### src/rtl/pipe_ctrl_n.sv
// pipe_ctrl_n: pipeline hazard controller.
// Converts per-stage stall requests into a freeze mask, produces flush strobes
// for the stages younger than the branch-resolving stage, defers a flush that
// collides with an older stall, and tracks stall duration (watchdog) and total
// stalled cycles.
//
// Handshake note: there is no valid/ready pairing here. stall_req_i is a level
// sampled every cycle. flush_req_i is a single-cycle pulse that is always
// accepted: it either fires immediately or is parked in pend_q (visible on
// flush_pend_o) until the older stall releases. Pulses that arrive while one is
// parked merge into the parked one.
module pipe_ctrl_n #(
    parameter int NSTAGE      = 5,
    parameter int FLUSH_STAGE = 3,
    parameter int WDOG_CYCLES = 64,
    parameter int CNT_W       = 32
) (
    input  logic              clk,
    input  logic              rst,
    input  logic [NSTAGE-1:0] stall_req_i,
    input  logic              flush_req_i,
    output logic [NSTAGE-1:0] stalled_o,
    output logic [NSTAGE-1:0] flush_o,
    output logic              flush_pend_o,
    output logic              wdog_o,
    output logic [CNT_W-1:0]  stall_cnt_o
);

    localparam int              WD_W    = $clog2(WDOG_CYCLES) + 1;
    localparam logic [WD_W-1:0] WD_LAST = WD_W'(WDOG_CYCLES - 1);

    // The branch stage must have at least one younger stage to kill and an
    // older stage whose stall can defer the flush.
    generate
        if (FLUSH_STAGE < 2 || FLUSH_STAGE > NSTAGE - 1) begin : g_bad_flush_stage
            $error("pipe_ctrl_n: FLUSH_STAGE must satisfy 2 <= FLUSH_STAGE <= NSTAGE-1");
        end
    endgenerate

    logic              pend_q;
    logic              pend_d;
    logic [WD_W-1:0]   wd_q;
    logic [NSTAGE-1:0] reach;
    logic              older_stall;
    logic              eff_flush;
    logic              any_stall;

    // A stall at stage k freezes every younger stage too: reach[j] is set when
    // any stage at index >= j (ignoring the pc bit) requests a stall.
    always_comb begin
        logic req_above;
        req_above = 1'b0;
        reach     = '0;
        for (int j = NSTAGE - 1; j >= 1; j--) begin
            req_above = req_above | stall_req_i[j];
            reach[j]  = req_above;
        end
        reach[0] = req_above;
    end

    assign older_stall = reach[FLUSH_STAGE];
    assign eff_flush   = flush_req_i | pend_q;

    // Resolve stall versus flush: an older stall wins and parks the flush;
    // otherwise a flush kills stages 1..FLUSH_STAGE-1 and overrides younger stalls.
    always_comb begin
        stalled_o = reach;
        flush_o   = '0;
        pend_d    = 1'b0;
        if (older_stall) begin
            pend_d = eff_flush;
        end else if (eff_flush) begin
            stalled_o = '0;
            for (int j = 1; j < FLUSH_STAGE; j++) begin
                flush_o[j] = 1'b1;
            end
        end
    end

    assign any_stall    = |stalled_o;
    assign flush_pend_o = pend_q;

    // Deferred flush register; reset discards anything parked.
    always_ff @(posedge clk or negedge rst) begin
        if (!rst) begin
            pend_q <= 1'b0;
        end else begin
            pend_q <= pend_d;
        end
    end

    // Watchdog: count consecutive stalled cycles, saturate at the threshold,
    // and latch the sticky timeout flag on the threshold cycle.
    always_ff @(posedge clk or negedge rst) begin
        if (!rst) begin
            wd_q   <= '0;
            wdog_o <= 1'b0;
        end else if (any_stall) begin
            if (wd_q == WD_LAST) begin
                wdog_o <= 1'b1;
            end else begin
                wd_q <= wd_q + WD_W'(1);
            end
        end else begin
            wd_q <= '0;
        end
    end

    // Free-running count of stalled cycles, wrapping at 2^CNT_W.
    always_ff @(posedge clk or negedge rst) begin
        if (!rst) begin
            stall_cnt_o <= '0;
        end else if (any_stall) begin
            stall_cnt_o <= stall_cnt_o + CNT_W'(1);
        end
    end

endmodule
### config.mk
export PLATFORM = sky130hd
export DESIGN_NAME = pipe_ctrl_n
export DESIGN_NICKNAME = d
export VERILOG_FILES = /design/src/rtl/pipe_ctrl_n.sv
export SDC_FILE = /design/constraint.sdc
export NUM_CORES = 1
export LEC_CHECK = 0
export CAP_MARGIN = 20
export CORE_MARGIN = 5
export CORE_UTILIZATION = 50
export DETAILED_ROUTE_END_ITERATION = 10
export GPL_ROUTABILITY_DRIVEN = 0
export PLACE_DENSITY = 0.82
export SKIP_CTS_REPAIR_TIMING = 1
export SLEW_MARGIN = 20
export SYNTH_ARGS = -nofsm -noshare
export SYNTH_HDL_FRONTEND = slang
export SYNTH_SLANG_ARGS = --single-unit
### constraint.sdc
create_clock -name clk -period 2.7 [get_ports clk]
set_input_delay 0.54 -clock clk [delete_from_list [all_inputs] [get_ports clk]]
set_output_delay 0.54 -clock clk [all_outputs]
set_load 0.02 [all_outputs]
==> impl_metrics.env <==
export IMPL_maxCapViolations=0
export IMPL_drt_iter0_drc=103
export IMPL_initial_core_util=0.524
export IMPL_clock_root_buffer="clkbuf_8"
export IMPL_ys_dominant_reg_cell="dfrtp_1"
export IMPL_async_reset_ff_frac=1.00
export IMPL_final_period_utilization=0.959
export IMPL_critPathRequiredTime_ns=2.16
export IMPL_timing_critical_path_from_type="primary input"
export IMPL_finalCriticalPeriod_ns=2.59
export IMPL_fmax_mhz=386
export IMPL_initial_antenna_violation_count=0
export IMPL_tightest_slew_ns=0.867
export IMPL_ys_seq_elements=41
export IMPL_peakVddDrop_mv=0.585
export IMPL_ctsHtreeMaxLevel=2
export IMPL_ys_warnings_count=0
export IMPL_die_width_um=72.6
export IMPL_dr_pass1_iters=4
export IMPL_min_path_type="in2async"
export IMPL_yosysSeqAreaShare=0.523
export IMPL_clockBufferDepth=2
export IMPL_post_route_drc_count=0
export IMPL_final_setup_skew_ns=0.00806
export IMPL_dr_total_vias=1456
export IMPL_detailedPlacementHpwl_um=2900
export IMPL_synth_top_cells_by_count="41 x dfrtp_1, 19 x nand2_1, 17 x xnor2_1, 16 x nor2_1, 16 x xor2_1"
export IMPL_postLayoutCellArea_mm2=0.00257
export IMPL_setup_total_negative_slack_ns=0
export IMPL_worstPathMaxFanout=4
export IMPL_rsz0062_at_grt="no"
export IMPL_antenna_violating_nets_post_route=0
export IMPL_synthDominantCellAreaShare=0.523
export IMPL_filler_cell_count=304
export IMPL_final_nets=244
export IMPL_grt_max_degree=42
export IMPL_post_dp_cell_area_mm2=0.00245
export IMPL_endpoint_kind="output port"
export IMPL_dieHeight_um=72.6
export IMPL_floorplan_rows=22
export IMPL_hold_viol_final=0
export IMPL_synth_edff_count=0
export IMPL_critPathKind="in2out"
export IMPL_die_area_mm2=0.00528
export IMPL_numPlacedInstances=275
export IMPL_post_layout_nonfiller_instances=283
export IMPL_num_io_pins=52
export IMPL_timing_critical_path_arrival_ns=2.05
export IMPL_clk_lat_worst_skew_ns=0.29
export IMPL_cts_tree="yes"
export IMPL_p_leak_nw=1.15
export IMPL_synthMostInstantiatedCell="dfrtp_1"
export IMPL_grt_pass1_vias=1413
export IMPL_drive_above_1_share=0.0851
export IMPL_tritoncts_num_buffers=5
export IMPL_synth_area_top_cells="dfrtp_1 52%, xnor2_1 7.6%, xor2_1 7.1%"
export IMPL_route_detailed_vias_per_inst=5.14
export IMPL_netlist_cell_types=31
export IMPL_synth_cells=185
export IMPL_globalRouteOverflowTotal=0
export IMPL_finalMaxSlewViolations=0
export IMPL_areaGrowthSynthToFinish_pct=30.9
export IMPL_run_status="finished clean"
export IMPL_mean_cell_area_of_the_mapped_netlist_um2=10.6
export IMPL_final_setup_viol_count=0
export IMPL_area_sequential_mm2=0.00103
export IMPL_clock_sink_count=41
export IMPL_io_buffers=47
export IMPL_dominant_cell_type_by_area_after_synthesis="dfrtp_1"
export IMPL_routed_wl_um=3970
export IMPL_worst_setup_hold_path_clk_slew_ns=0.07
export IMPL_pwr_density_cell_mw_per_mm2=674
export IMPL_multi_input_area_um2=866
export IMPL_grt_pass1_wl_um=6800
export IMPL_max_slew_margin_rel=0.422
export IMPL_mappedNetlistArea_mm2=0.00196
export IMPL_grt_total_usage=0.167
export IMPL_post_drt_wl_per_cell_um=14.0
export IMPL_coreArea_mm2=0.00374
export IMPL_antenna_diode_count=0
[cells by family (layout without fill, tap and decap cells)]
kind of cell	after synthesis	count (layout)	share of synthesized area
AND/OR/NAND/NOR	86	86	0.251
adder cells (fa/ha/maj)	2	2	0.0128
XOR/XNOR	33	33	0.147
AO/OA/AOI/OAI	8	8	0.0242
buffers and inverters	14	62	0.0395
other	1	3	0.00191
flip-flops	41	41	0.523
[state kept, by name, indices dropped and copies added (netlist names)]
register      count
wdog_o            1
stall_cnt_o      32
wd_q              7
flush_pend_o      1
[path summary, 6_finish.rpt]
| kind | start | to | slack (ns) | depth (start not counted) |
|---|---|---|---|---|
| max reg2reg | stall_cnt_o[2] | stall_cnt_o[21] | 0.94 | 5 |
| max in group asynchronous | rst | stall_cnt_o[2] | 1.79 | 1 |
| max | stall_req_i[4] | flush_o[2] | 0.11 | 5 |
| min in group clk | stall_cnt_o[31] | stall_cnt_o[31] | 0.47 | 1 |
| min | rst | wd_q[6] | 0.36 | 1 |
| min reg2reg | stall_cnt_o[31] | stall_cnt_o[31] | 0.47 | 1 |
[metal layers]
metal	GRT usage	wire (um)	vias up
met2	0.255	1900	34
met1	0.223	1790	703
met3	0.0413	190	6
li1	-	-	713
met4	0.0799	82	0
met5	0	0	-
[worst max-delay path: stages]
cell and delay [ns]:
clkdlybuf4s50_1 0.42, nor2_1 0.20, inv_1 0.08, nor2_1 0.16, clkdlybuf4s50_1 0.64
[cell type report]
type,instances,share of cell area
clock buffer,7,0.0336
clock inverter,1,0.0117
inverter,5,0.00731
multi-input combinational,132,0.337
sequential,41,0.400
tap,48,0.0234
timing repair buffer,49,0.187
[power by group]
group	internal, mW	leakage [nW]	switching (mW)	total (mW)
registers	0.700	0.532	0.112	0.813
logic	0.199	0.561	0.218	0.417
clock network	0.301	0.0585	0.200	0.502
total	1.20	1.15	0.530	1.73
[layout by cell type, fill, tap and decap left out, drive strengths merged, types with 2 or more instances in the layout]
cell and instances:
nor4 4, and4 2, ha 2, o21ai 3
clkbuf 7, nand3 18, xor2 16, nor2 16
and3 5, nand4 6, xnor2 17, clkdlybuf4s50 46
nand2 19, dfrtp 41, or2 2, nor3 9
conb 3, inv 5, buf 3, a21oi 2
[metrics by stage]
stage	hold WS, ns	utilization	setup slack (ns)	power [mW]
2_1_floorplan	0.244	-	0.818	1.05
3_3_place_gp	0.446	0.655	0.102	1.23
3_5_place_dp	0.460	0.655	0.106	1.24
4_1_cts	0.391	0.686	0.102	1.74
5_1_grt	0.444	0.686	0.0265	1.83
6_report	0.359	0.686	0.111	1.73
Power figures use the tool's default switching activity.
